File: src/rtl/frame_buffer_scanout_if.sv
// ---------------------------------------------------------------------------
// frame_buffer_scanout_if
//
// Bundles the scanout block's frame-buffer read port and display pins.
//   read_addr   : scanout -> buffer, read address (buffer read latency 1 clk)
//   pixel_in    : buffer -> scanout, RGB444 data for the previous read_addr
//   vga_r/g/b   : scanout -> display, 4-bit colour channels
//   vga_hsync   : scanout -> display, horizontal sync, active low
//   vga_vsync   : scanout -> display, vertical sync, active low
//   vga_de      : scanout -> display, visible-region data enable
//   frame_start : scanout -> display, one-clock pulse with output pixel (0,0)
//
// master : the scanout block
// slave  : the frame buffer read port together with the display sink
// ---------------------------------------------------------------------------
interface frame_buffer_scanout_if #(
    parameter int WIDTH  = 12,
    parameter int ADDR_W = 13
);
    logic [ADDR_W-1:0] read_addr;
    logic [WIDTH-1:0]  pixel_in;
    logic [3:0]        vga_r;
    logic [3:0]        vga_g;
    logic [3:0]        vga_b;
    logic              vga_hsync;
    logic              vga_vsync;
    logic              vga_de;
    logic              frame_start;

    modport master (
        output read_addr,
        input  pixel_in,
        output vga_r, vga_g, vga_b,
        output vga_hsync, vga_vsync, vga_de, frame_start
    );

    modport slave (
        input  read_addr,
        output pixel_in,
        input  vga_r, vga_g, vga_b,
        input  vga_hsync, vga_vsync, vga_de, frame_start
    );
endinterface

File: src/rtl/frame_buffer_scanout.sv
// ---------------------------------------------------------------------------
// frame_buffer_scanout
//
// Reads a SRC_W x SRC_H RGB444 frame buffer and scans it out as VGA timing
// with 2^SCALE_LOG2 nearest-neighbour upscaling on both axes. No line buffer:
// each source line is simply re-read for every output line it covers.
//
// Pipeline (one clock per stage):
//   stage 0 : h/v counters, visible/sync/first-pixel decode
//   stage 1 : registered read_addr plus control flags
//   stage 2 : buffer returns pixel_in; flags delayed once more
//   stage 3 : output registers (rgb, de, syncs, frame_start)
// Counters lead the pins by 3 clocks; read_addr leads vga_de/rgb by 2 clocks.
//
// Ports:
//   clk   : pixel clock, also the frame buffer's read clock
//   rst_n : asynchronous active-low reset
//   bus   : frame buffer read port and display pins (master side)
// ---------------------------------------------------------------------------
module frame_buffer_scanout #(
    parameter int SRC_W      = 80,
    parameter int SRC_H      = 60,
    parameter int WIDTH      = 12,
    parameter int SCALE_LOG2 = 3,
    parameter int H_VIS      = 640,
    parameter int H_FP       = 16,
    parameter int H_SYNC     = 96,
    parameter int H_BP       = 48,
    parameter int V_VIS      = 480,
    parameter int V_FP       = 10,
    parameter int V_SYNC     = 2,
    parameter int V_BP       = 33
) (
    input  logic                   clk,
    input  logic                   rst_n,
    frame_buffer_scanout_if.master bus
);
    localparam int ADDR_W   = $clog2(SRC_W * SRC_H);
    localparam int H_TOTAL  = H_VIS + H_FP + H_SYNC + H_BP;
    localparam int V_TOTAL  = V_VIS + V_FP + V_SYNC + V_BP;
    // +1 so the exclusive sync-end bound always fits in the counter width
    localparam int HC_W     = $clog2(H_TOTAL + 1);
    localparam int VC_W     = $clog2(V_TOTAL + 1);
    localparam int MUL_BITS = $clog2(SRC_W + 1);

    localparam logic [31:0]     SRC_W_BITS = 32'(SRC_W);

    localparam logic [HC_W-1:0] H_LAST     = HC_W'(H_TOTAL - 1);
    localparam logic [HC_W-1:0] H_VIS_END  = HC_W'(H_VIS);
    localparam logic [HC_W-1:0] H_SYNC_BEG = HC_W'(H_VIS + H_FP);
    localparam logic [HC_W-1:0] H_SYNC_END = HC_W'(H_VIS + H_FP + H_SYNC);
    localparam logic [VC_W-1:0] V_LAST     = VC_W'(V_TOTAL - 1);
    localparam logic [VC_W-1:0] V_VIS_END  = VC_W'(V_VIS);
    localparam logic [VC_W-1:0] V_SYNC_BEG = VC_W'(V_VIS + V_FP);
    localparam logic [VC_W-1:0] V_SYNC_END = VC_W'(V_VIS + V_FP + V_SYNC);

    // Flag vector bit positions: {visible, hsync active, vsync active, first}
    localparam int FL_VIS   = 3;
    localparam int FL_HS    = 2;
    localparam int FL_VS    = 1;
    localparam int FL_FIRST = 0;

    // ---------------- stage 0: raster counters ----------------
    logic [HC_W-1:0] h_cnt_reg;
    logic [VC_W-1:0] v_cnt_reg;

    always_ff @(posedge clk or negedge rst_n) begin
        if (!rst_n) begin
            h_cnt_reg <= '0;
            v_cnt_reg <= '0;
        end else if (h_cnt_reg == H_LAST) begin
            h_cnt_reg <= '0;
            v_cnt_reg <= (v_cnt_reg == V_LAST) ? '0 : v_cnt_reg + 1'b1;
        end else begin
            h_cnt_reg <= h_cnt_reg + 1'b1;
        end
    end

    logic [3:0] flags_next;
    logic       vis_next;

    always_comb begin
        vis_next             = (h_cnt_reg < H_VIS_END) && (v_cnt_reg < V_VIS_END);
        flags_next           = '0;
        flags_next[FL_VIS]   = vis_next;
        flags_next[FL_HS]    = (h_cnt_reg >= H_SYNC_BEG) && (h_cnt_reg < H_SYNC_END);
        flags_next[FL_VS]    = (v_cnt_reg >= V_SYNC_BEG) && (v_cnt_reg < V_SYNC_END);
        flags_next[FL_FIRST] = (h_cnt_reg == '0) && (v_cnt_reg == '0);
    end

    // Source coordinates: dropping the low SCALE_LOG2 bits repeats each source
    // pixel horizontally and each source line vertically.
    logic [ADDR_W-1:0] src_col;
    logic [ADDR_W-1:0] src_row;

    assign src_col = ADDR_W'(h_cnt_reg >> SCALE_LOG2);
    assign src_row = ADDR_W'(v_cnt_reg >> SCALE_LOG2);

    // row * SRC_W as a sum of shifted copies of row, one term per set bit of
    // SRC_W (80 -> row<<6 + row<<4), so no multiplier is inferred.
    logic [ADDR_W-1:0] row_term [MUL_BITS];

    for (genvar gi = 0; gi < MUL_BITS; gi++) begin : g_row_mul
        if (SRC_W_BITS[gi]) begin : g_add
            assign row_term[gi] = src_row << gi;
        end else begin : g_zero
            assign row_term[gi] = '0;
        end
    end

    logic [ADDR_W-1:0] addr_next;

    always_comb begin
        addr_next = src_col;
        for (int i = 0; i < MUL_BITS; i++) begin
            addr_next = addr_next + row_term[i];
        end
    end

    // ---------------- stage 1: read address ----------------
    // Blanking reads park on address 0; the data is discarded at stage 3.
    logic [ADDR_W-1:0] addr_reg;
    logic [3:0]        flags1_reg;

    always_ff @(posedge clk or negedge rst_n) begin
        if (!rst_n) begin
            addr_reg   <= '0;
            flags1_reg <= '0;
        end else begin
            addr_reg   <= vis_next ? addr_next : '0;
            flags1_reg <= flags_next;
        end
    end

    // ---------------- stage 2: wait for buffer data ----------------
    logic [3:0] flags2_reg;

    always_ff @(posedge clk or negedge rst_n) begin
        if (!rst_n) begin
            flags2_reg <= '0;
        end else begin
            flags2_reg <= flags1_reg;
        end
    end

    // ---------------- stage 3: output registers ----------------
    // Sync flags travel active-high through the pipe and are inverted here so
    // the pins idle high, including during reset.
    logic [3:0] r_reg;
    logic [3:0] g_reg;
    logic [3:0] b_reg;
    logic       de_reg;
    logic       hsync_reg;
    logic       vsync_reg;
    logic       frame_start_reg;

    always_ff @(posedge clk or negedge rst_n) begin
        if (!rst_n) begin
            r_reg           <= '0;
            g_reg           <= '0;
            b_reg           <= '0;
            de_reg          <= 1'b0;
            hsync_reg       <= 1'b1;
            vsync_reg       <= 1'b1;
            frame_start_reg <= 1'b0;
        end else begin
            // Blanking forces black no matter what the buffer returns.
            r_reg           <= flags2_reg[FL_VIS] ? bus.pixel_in[WIDTH-1 -: 4] : 4'h0;
            g_reg           <= flags2_reg[FL_VIS] ? bus.pixel_in[WIDTH-5 -: 4] : 4'h0;
            b_reg           <= flags2_reg[FL_VIS] ? bus.pixel_in[WIDTH-9 -: 4] : 4'h0;
            de_reg          <= flags2_reg[FL_VIS];
            hsync_reg       <= ~flags2_reg[FL_HS];
            vsync_reg       <= ~flags2_reg[FL_VS];
            frame_start_reg <= flags2_reg[FL_FIRST];
        end
    end

    assign bus.read_addr   = addr_reg;
    assign bus.vga_r       = r_reg;
    assign bus.vga_g       = g_reg;
    assign bus.vga_b       = b_reg;
    assign bus.vga_de      = de_reg;
    assign bus.vga_hsync   = hsync_reg;
    assign bus.vga_vsync   = vsync_reg;
    assign bus.frame_start = frame_start_reg;

endmodule
File: src/flat_wrapper.sv
// flat-port wrapper written by rule: the top's interface ports become plain ports
module frame_buffer_scanout_flat 
#(
    parameter int SRC_W      = 80,
    parameter int SRC_H      = 60,
    parameter int WIDTH      = 12,
    parameter int SCALE_LOG2 = 3,
    parameter int H_VIS      = 640,
    parameter int H_FP       = 16,
    parameter int H_SYNC     = 96,
    parameter int H_BP       = 48,
    parameter int V_VIS      = 480,
    parameter int V_FP       = 10,
    parameter int V_SYNC     = 2,
    parameter int V_BP       = 33
)
  (clk, rst_n, bus_read_addr, bus_pixel_in, bus_vga_r, bus_vga_g, bus_vga_b, bus_vga_hsync, bus_vga_vsync, bus_vga_de, bus_frame_start);
  frame_buffer_scanout_if #(.WIDTH(WIDTH)) bus_i ();
  input  logic clk;
  input  logic rst_n;
  output wire logic [$bits(bus_i.read_addr)-1:0] bus_read_addr;
  input wire logic [$bits(bus_i.pixel_in)-1:0] bus_pixel_in;
  output wire logic [$bits(bus_i.vga_r)-1:0] bus_vga_r;
  output wire logic [$bits(bus_i.vga_g)-1:0] bus_vga_g;
  output wire logic [$bits(bus_i.vga_b)-1:0] bus_vga_b;
  output wire logic [$bits(bus_i.vga_hsync)-1:0] bus_vga_hsync;
  output wire logic [$bits(bus_i.vga_vsync)-1:0] bus_vga_vsync;
  output wire logic [$bits(bus_i.vga_de)-1:0] bus_vga_de;
  output wire logic [$bits(bus_i.frame_start)-1:0] bus_frame_start;
  assign bus_read_addr = bus_i.read_addr;
  assign bus_i.pixel_in = bus_pixel_in;
  assign bus_vga_r = bus_i.vga_r;
  assign bus_vga_g = bus_i.vga_g;
  assign bus_vga_b = bus_i.vga_b;
  assign bus_vga_hsync = bus_i.vga_hsync;
  assign bus_vga_vsync = bus_i.vga_vsync;
  assign bus_vga_de = bus_i.vga_de;
  assign bus_frame_start = bus_i.frame_start;
  frame_buffer_scanout #(.SRC_W(SRC_W), .SRC_H(SRC_H), .WIDTH(WIDTH), .SCALE_LOG2(SCALE_LOG2), .H_VIS(H_VIS), .H_FP(H_FP), .H_SYNC(H_SYNC), .H_BP(H_BP), .V_VIS(V_VIS), .V_FP(V_FP), .V_SYNC(V_SYNC), .V_BP(V_BP)) u_core (.clk(clk), .rst_n(rst_n), .bus(bus_i));
endmodule
File: config.mk
export PLATFORM = sky130hd
export DESIGN_NAME = frame_buffer_scanout_flat
export DESIGN_NICKNAME = d
export VERILOG_FILES = /design/src/rtl/frame_buffer_scanout_if.sv /design/src/rtl/frame_buffer_scanout.sv /design/src/flat_wrapper.sv
export SDC_FILE = /design/constraint.sdc
export NUM_CORES = 1
export LEC_CHECK = 0
export BUFFER_PORTS_ARGS = -buffer_cell sky130_fd_sc_hd__buf_4
export CAP_MARGIN = 40
export CORE_ASPECT_RATIO = 2
export CORE_UTILIZATION = 55
export CTS_BUF_LIST = sky130_fd_sc_hd__clkbuf_4 sky130_fd_sc_hd__clkbuf_8
export DETAILED_ROUTE_END_ITERATION = 10
export PLACE_DENSITY = 0.78
export SLEW_MARGIN = 10
export SYNTH_ARGS = -nofsm -noshare
export SYNTH_HDL_FRONTEND = slang
export SYNTH_SLANG_ARGS = --single-unit
File: constraint.sdc
create_clock -name clk -period 4.7 [get_ports clk]
set_input_delay 0.235 -clock clk [delete_from_list [all_inputs] [get_ports clk]]
set_output_delay 0.235 -clock clk [all_outputs]
set_load 0.01 [all_outputs]
## After elaboration in Yosys (flattened, before gate mapping)

Index checks and enable logic that the tools add are counted.

- Equality and inequality tests: 2
- Bitwise operators: 2
- Muxes and demuxes: 6
- Order comparisons: 6
- Add/subtract/negate cells: 4
- Reduce and logical (&&, ||, !) cells: 6

Operators with widths:

| kind | count |
|---|---|
| adder 10 x 1 -> 10 bit, second input constant | 2 |
| equality test 10 bit, second input constant | 2 |
| zero test 10 bit | 2 |
| less-than comparator 10 bit, second input constant | 2 |
| less-than comparator 10 x 9 -> 1 bit, second input constant | 2 |
| two-way mux 10 bit | 2 |
| adder 13 bit | 1 |
| two-way mux 13 bit | 1 |
| adder 7 x 11 -> 12 bit | 1 |
| two-way mux 4 bit | 3 |
| >= comparator 10 bit, second input constant | 1 |
| >= comparator 10 x 9 -> 1 bit, second input constant | 1 |
| logical AND 1 bit | 4 |
| NOT 1 bit | 2 |

- Word-level logic and storage cells: 38
- Bits in registers: 57
- Bits of input ports: 14
- Output and inout port bits: 29

## Longest topological paths before layout

Gate-level depths: netlist of run 1.

- Depth after elaboration: 3
- Mapped depth: 10
- Gate-level depth less buffers: 10

## Worst setup path after synthesis of run 1

No wires, ideal clock.

- Kind: flip-flop to flip-flop
- Start: register u_core.v_cnt_reg[3]
- End: register u_core.addr_reg[12] (netlist: u_core.bus.read_addr[12])
- Path slack: 2,195 ps
- Clock period less this slack: 2,505 ps
- Cell stages (with the launch flop): 10
- Path buffers: 0
- Library setup time: 118 ps
- Data arrival time: 2,387 ps
- Data required time: 4,582 ps
- Cell sequence: dfrtp_1 > ha_1 > fa_1 > xor2_1 > ha_1 > fa_1 > a211oi_1 > o21bai_1 > a21oi_1 > nor2_1

- Cells in the longest elaborated chain, start to end: 3
- Elaborated cells between the ends (all ways): 5
- Those cells by class: 2 x add/sub; 1 x order compare; 1 x mux; 1 x reduce/logical

Ends and longest elaborated chain:

| item | RTL line | RTL |
|---|---|---|
| start, declared | frame_buffer_scanout.sv:65 | `logic [VC_W-1:0] v_cnt_reg;` |
| start signal, assigned | frame_buffer_scanout.sv:73 | `v_cnt_reg <= (v_cnt_reg == V_LAST) ? '0 : v_cnt_reg + 1'b1;` |
| adder 7 x 11 -> 12 bit / less-than comparator 10 x 9 -> 1 bit (equally long branches) | frame_buffer_scanout.sv:116, frame_buffer_scanout.sv:83 |  |
| adder 13 bit / logical AND 1 bit (equally long branches) | frame_buffer_scanout.sv:116, frame_buffer_scanout.sv:83 |  |
| two-way mux 13 bit * | frame_buffer_scanout.sv:130 | `addr_reg <= vis_next ? addr_next : '0;` |
| end signal, assigned | frame_buffer_scanout.sv:130 |  |
| end, declared | frame_buffer_scanout.sv:122 | `logic [ADDR_W-1:0] addr_reg;` |

Every way passes the cells marked *; elsewhere a longest branch is shown, timed or not.
A chain may end at the register's enable or synchronous reset.

## Worst setup path after layout of run 1

Same ends and word-level chain as after synthesis.

==> results_dict.tcl, run 1 <==
set metrics [dict create \
    status "finished clean" \
    clk_latency_ns 0.33 \
    die-height_um 98.1 \
    htreeDepth 3 \
    path_class "reg -> reg" \
    final_cell_mix "55 x dfrtp_1, 42 x buf_4, 21 x and2_1" \
    cp_max_fo 9 \
    fmax_ghz 0.365 \
    drc 0 \
    placed_cell_area_um2 2880 \
    drtIter0Drc 44 \
    worst-path-buf-inv 0 \
    vias 1796 \
    placementRows 34 \
    final_cells 328 \
    p_per_area_nw_per_um2 343 \
    post_cts_buffers 0 \
    ys_seq_area_frac 0.563 \
    finalCritPeriodShare 0.583 \
    cts_inserted_buffers 9 \
    fin_total_pwr_uw 1080 \
    antenna_found_initial 0 \
    placedCellCount 311 \
    grt_max_degree 58 \
    cts_tree "yes" \
    seq_power_share 0.462 \
    start_kind "register" \
    finalSetupTns_ns 0 \
    grt_pass1_wl_um 7560 \
    crit_required_ns 4.92 \
    clk_pin_slew_ns 0.06 \
    syn-cell-area_um2 2540 \
    critPathTopFamily "adder cells" \
    firstDrtPassIters 4 \
    die_x_um 50.0 \
    layout_commonest_cell "dfrtp_1" \
    power_switching_uw 200 \
    cts_buffer_depth 2 \
    cts_resized 0 \
    pwr-share-comb 0.029 \
    ys_warn_count 0 \
    critPathCaptureType "register" \
    core_um2 4380 \
    detail-route-antenna-nets 0 \
    grt_pass1_vias 1701 \
    port_buffers 42 \
    drt-total-wl_um 4570 \
    ys_ff_latch 57 \
    slowest_delay_ns 0.46 \
    synthDistinctLibCells 38 \
    gp_congestion 0.804 \
    slew_viol_final 0 \
    finalHoldViolCount 0 \
    leakage_uw 0.00156 \
    dieArea_um2 4910 \
    hp-class "in -> reg" \
    grt_usage 0.212 \
    syn-num-nets 252 \
    period_needed_ns 2.74 \
    slew-limit-headroom 0.549 \
    largest_register_ffs 13 \
    ir_worst_vdd_uv 317 \
    antennaDiodeCount 0 \
    switching_share 0.186 \
    routedWlPerCell_um 13.9 \
    rsz0062_at_grt "no" \
    syn_to_final_growth_pct 23.5 \
    drive_above_1_share 0.234 \
    worstPathArrival_ns 2.96 \
    fin_nets 298 \
    final_area_um2 3130 \
    clock-sinks 57 \
    syn_avg_cell_area_um2 11.4 \
    dp_hpwl_um 3330 \
    initial_core_util 0.579 \
    p_int_uw 876 \
    grt_overflow 0 \
    crit_chain "ha_1, fa_1, xor2_1, ha_1, fa_1, a211oi_1, o21bai_1, a21oi_1, nor2_1" \
    postSynthCellCount 223 \
    clock_skew_ns 0.00800 \
    clkPwrFrac 0.508 \
    post_drt_via_cell_ratio 5.48 \
    setup_viol 0 \
    root_buffer "clkbuf_8" \
    crit_slowest_cell "dfrtp_1" \
    ios 43 \
    drv_cap 0 \
    ctsHoldBuffers 1 \
    worst_pin_slew_ns 0.676 \
]
[kinds of logic (layout without fill, tap and decap cells)]
logic type / count (synthesis) / in the layout / synth area share
simple gates: 87 / 87 / 0.195
flops: 57 / 57 / 0.563
compound gates: 32 / 32 / 0.0769
xor+xnor: 16 / 16 / 0.0552
fa+ha+maj: 15 / 15 / 0.0799
buf+inv: 15 / 66 / 0.0256
mux: 1 / 1 / 0.00394
[worst register-to-register path, cell delays in order (launching register included)]
cell and delay (ns):
dfrtp_1 0.46, ha_1 0.26, fa_1 0.40, xor2_1 0.18
ha_1 0.22, fa_1 0.44, a211oi_1 0.31, o21bai_1 0.13
a21oi_1 0.17, nor2_1 0.05
[power groups by stage]
stage          Combinational, uW  Clock, uW  Sequential [uW]
6_report                    31.7        547              497
3_5_place_dp                32.1          0              506
5_1_grt                     35.7        578              497
3_3_place_gp                31.8          0              506
2_1_floorplan               3.48          0              509
4_1_cts                     32.9        554              497
[path summary, 6_finish.rpt]
kind	to	slack (ns)	from	depth (start not counted)
setup reg to reg	u_core.bus.read_addr[12]$_DFF_PN0_	1.96	u_core.v_cnt_reg[3]$_DFFE_PN0N_	9
max in group asynchronous	u_core.bus.vga_r[3]$_DFF_PN0_	3.76	rst_n	2
hold reg to reg	u_core.bus.frame_start$_DFF_PN0_	0.35	u_core.flags2_reg[0]$_DFF_PN0_	0
setup / recovery	u_core.bus.read_addr[12]$_DFF_PN0_	1.96	u_core.v_cnt_reg[3]$_DFFE_PN0N_	9
hold / removal	u_core.bus.vga_b[3]$_DFF_PN0_	0.12	bus_pixel_in[3]	2
min in group asynchronous	u_core.bus.frame_start$_DFF_PN0_	0.49	rst_n	2
[metal layers]
layer	global-route usage	wire length, um	vias up
met2	0.365	2480	57
met4	0.141	156	0
met3	0.0639	245	15
met1	0.208	1690	862
met5	0	0	-
li1	-	-	862
[cell usage after synthesis]
cell type,count,area share
nand3_1,10,0.020
xor2_1,9,0.031
and4b_1,1,0.0039
fa_1,2,0.016
or4_1,1,0.0030
a211oi_1,4,0.012
buf_2,3,0.0059
o21bai_1,2,0.0059
o21ai_0,12,0.024
inv_2,1,0.0015
nand4_1,2,0.0049
nand2b_1,3,0.0074
xnor2_1,7,0.024
a21oi_1,5,0.0099
a31oi_1,2,0.0049
o21a_1,1,0.0030
and3_1,5,0.012
clkbuf_2,1,0.0020
dfstp_2,2,0.021
nor3b_1,1,0.0030
a21o_1,4,0.012
ha_1,13,0.064
o31ai_1,2,0.0059
inv_1,6,0.0089
clkbuf_1,3,0.0044
nand3_2,1,0.0039
and4_1,3,0.010
nor2_1,12,0.018
or3_4,1,0.0044
nor4_1,6,0.015
nand3b_1,1,0.0030
nand2_1,13,0.019
nor3_1,5,0.0099
buf_4,1,0.0030
dfrtp_1,55,0.54
and2_1,21,0.052
mux2i_1,1,0.0039
nor4b_2,1,0.0059
[per-stage QoR]
step / hold WS [ns] / setup slack, ns / utilization
2_1_floorplan: -0.0606 / 2.20 / -
3_3_place_gp: 0.322 / 2.09 / 0.658
3_5_place_dp: 0.321 / 1.99 / 0.658
4_1_cts: 0.112 / 1.98 / 0.715
5_1_grt: 0.112 / 1.84 / 0.715
6_report: 0.119 / 1.96 / 0.715
[area by class of cell]
cell class              instances  area, um^2
inverters                       7        26.3
repair buffers                 43         325
well taps                      54        67.6
multi-input cells             151        1040
clock buffers                  11         139
clock inverters                 5         104
flip-flops and latches         57        1430
fillers                       301        1250
Note: power is estimated with default switching activity, not from simulation.
==> run 2, diff against run 1 <==
--- a/config.mk
+++ b/config.mk
@@ -8,7 +8,7 @@
 export BUFFER_PORTS_ARGS = -buffer_cell sky130_fd_sc_hd__buf_4
 export CAP_MARGIN = 40
 export CORE_ASPECT_RATIO = 2
-export CORE_UTILIZATION = 55
+export CORE_UTILIZATION = 52
 export CTS_BUF_LIST = sky130_fd_sc_hd__clkbuf_4 sky130_fd_sc_hd__clkbuf_8
 export DETAILED_ROUTE_END_ITERATION = 10
 export PLACE_DENSITY = 0.78
==> constraint.sdc (replaced) <==
create_clock -name clk -period 2.5 [get_ports clk]
set_input_delay 0.125 -clock clk [delete_from_list [all_inputs] [get_ports clk]]
set_output_delay 0.125 -clock clk [all_outputs]
set_load 0.01 [all_outputs]
==> results_dict.tcl, run 2 (synthesis results as in run 1) <==
set metrics [dict create \
    htreeDepth 3 \
    grt_max_degree 58 \
    critPathCaptureType "register" \
    reg2reg_to "u_core.bus.read_addr[12]$_DFF_PN0_" \
    slew_viol_final 0 \
    cts_inserted_buffers 9 \
    reg2reg_slack_ns -0.03 \
    clk_pin_slew_ns 0.07 \
    violations "negative setup slack" \
    ir_worst_vdd_uv 772 \
    drt-total-wl_um 5390 \
    drc 0 \
    cts_buffer_depth 2 \
    wl_met3_um 280 \
    final_cells 346 \
    drv_cap 0 \
    ios 43 \
    placementRows 35 \
    fin_nets 315 \
    placed_cell_area_um2 2960 \
    finalSetupTns_ns -0.0496 \
    p_per_area_nw_per_um2 600 \
    dieArea_um2 5180 \
    vias 1918 \
    seq_power_share 0.474 \
    wl_met2_um 3030 \
    setup_viol 2 \
    ff_latch_area_um2 1430 \
    crit_path_start "u_core.h_cnt_reg[7]$_DFF_PN0_" \
    worstSetupEndpoint "u_core.bus.read_addr[12]$_DFF_PN0_" \
    path_class "reg -> reg" \
    wl_met1_um 1900 \
    cts_tree "yes" \
    largest_register_ffs 13 \
    r2r_cells 9 \
    grt_pass1_wl_um 8470 \
    drtIter0Drc 62 \
    fin_ws_ns -0.0329 \
    clk_latency_ns 0.34 \
    final_cell_mix "55 x buf_4, 55 x dfrtp_1, 21 x and2_1" \
    finalCritPeriodShare 1.01 \
    power_switching_uw 416 \
    finalHoldViolCount 0 \
    syn_to_final_growth_pct 29.6 \
    clkPwrFrac 0.493 \
    n_fill_cell 326 \
    pwr-share-comb 0.033 \
    hp-class "in -> reg" \
    placedCellCount 322 \
    crit_required_ns 2.73 \
    slew-limit-headroom 0.543 \
    port_buffers 42 \
    grt_usage 0.227 \
    clock-sinks 57 \
    cp_max_fo 3 \
    detail-route-antenna-nets 0 \
    worst_pin_slew_ns 0.686 \
    start_kind "register" \
    fmax_ghz 0.395 \
    rsz0062_at_grt "yes" \
    p_int_uw 1560 \
    leakage_uw 0.00162 \
    multi_input_area_um2 1070 \
    dp_hpwl_um 3560 \
    antenna_found_initial 0 \
    final_area_um2 3290 \
    antennaDiodeCount 0 \
    die_x_um 51.4 \
    core_um2 4640 \
    firstDrtPassIters 4 \
    worstPathArrival_ns 2.76 \
    routedWlPerCell_um 15.6 \
    initial_core_util 0.547 \
    grt_overflow 0 \
    top_layer_used "met4" \
    dp_slack_ns -0.0532 \
    worstReg2RegStart "u_core.h_cnt_reg[7]$_DFF_PN0_" \
    period_needed_ns 2.53 \
    die-height_um 101 \
    root_buffer "clkbuf_8" \
    drive_above_1_share 0.296 \
    gp_congestion 0.856 \
    clock_skew_ns 0.00694 \
    post_drt_via_cell_ratio 5.54 \
    grt_pass1_vias 1873 \
    status "finished with violations" \
    fin_util 0.708 \
    switching_share 0.211 \
]
==> run 2: cell types whose count changed in the layout (fill, tap and decap cells not counted), sizes merged <==
cell,delta
buf,+14
dlygate4sd3,+3
bufinv,-1
clkbuf,-1
clkinvlp,+1
inv,+1
==> run 2: routing by layer <==
metal,track usage,vias up
met2,0.407,69
li1,-,897
met3,0.0603,16
met1,0.222,936
met4,0.139,0
met5,0,-
==> run 2: what timing repair did <==
item                                   CTS  global route
setup endpoints to repair                2             4
hold buffers                             2             2
cloned                                   0             0
pin swaps                                0             9
setup buffers                            0             4
gates resized for setup                  0            10
endpoints found under the hold margin   56             2
==> run 2: final cells by class <==
cell class	instances	area share
Sequential cell	57	0.435
Tap cell	55	0.0209
Inverter	7	0.00799
Timing Repair Buffer	60	0.141
Clock inverter	6	0.0274
Multi-Input combinational cell	151	0.326
Clock buffer	10	0.0419
==> run 2: power groups by stage <==
stage               registers [uW]  logic, uW  clock network, uW
floorplan                      958       6.55                  0
global placement               952       59.6                  0
detailed placement             952       60.7                  0
CTS                            935       63.8                986
global route                   935       71.4               1030
finish                         935       64.7                973
==> run 2: metrics by stage <==
step	total power [uW]	hold slack, ns
finish	1970	0.00130
CTS	1980	0.0000842
floorplan	964	-0.171
global placement	1010	0.208
global route	2040	-0.0138
detailed placement	1010	0.214
==> run 2: worst min path at each step <==
stage	end	startpoint	cells past startpoint	slack (ns)
6_report	u_core.bus.vga_r[2]$_DFF_PN0_	bus_pixel_in[10]	2	0.001
3_3_place_gp	u_core.bus.vga_b[3]$_DFF_PN0_	rst_n	1	0.21
2_1_floorplan	u_core.bus.frame_start$_DFF_PN0_	rst_n	0	-0.17
3_5_place_dp	u_core.bus.vga_de$_DFF_PN0_	rst_n	1	0.21
4_1_cts	u_core.bus.vga_b[0]$_DFF_PN0_	bus_pixel_in[0]	2	0.00008
5_1_grt	u_core.bus.vga_r[2]$_DFF_PN0_	bus_pixel_in[10]	2	-0.01
==> run 2: worst max-delay path, cell delays in order, from the launching register on <==
cell      delay, ns
dfrtp_1        0.39
ha_2           0.21
fa_2           0.40
xor2_1         0.16
ha_2           0.22
fa_2           0.42
a211oi_2       0.29
o21bai_1       0.12
a21oi_1        0.17
nor2_1         0.06
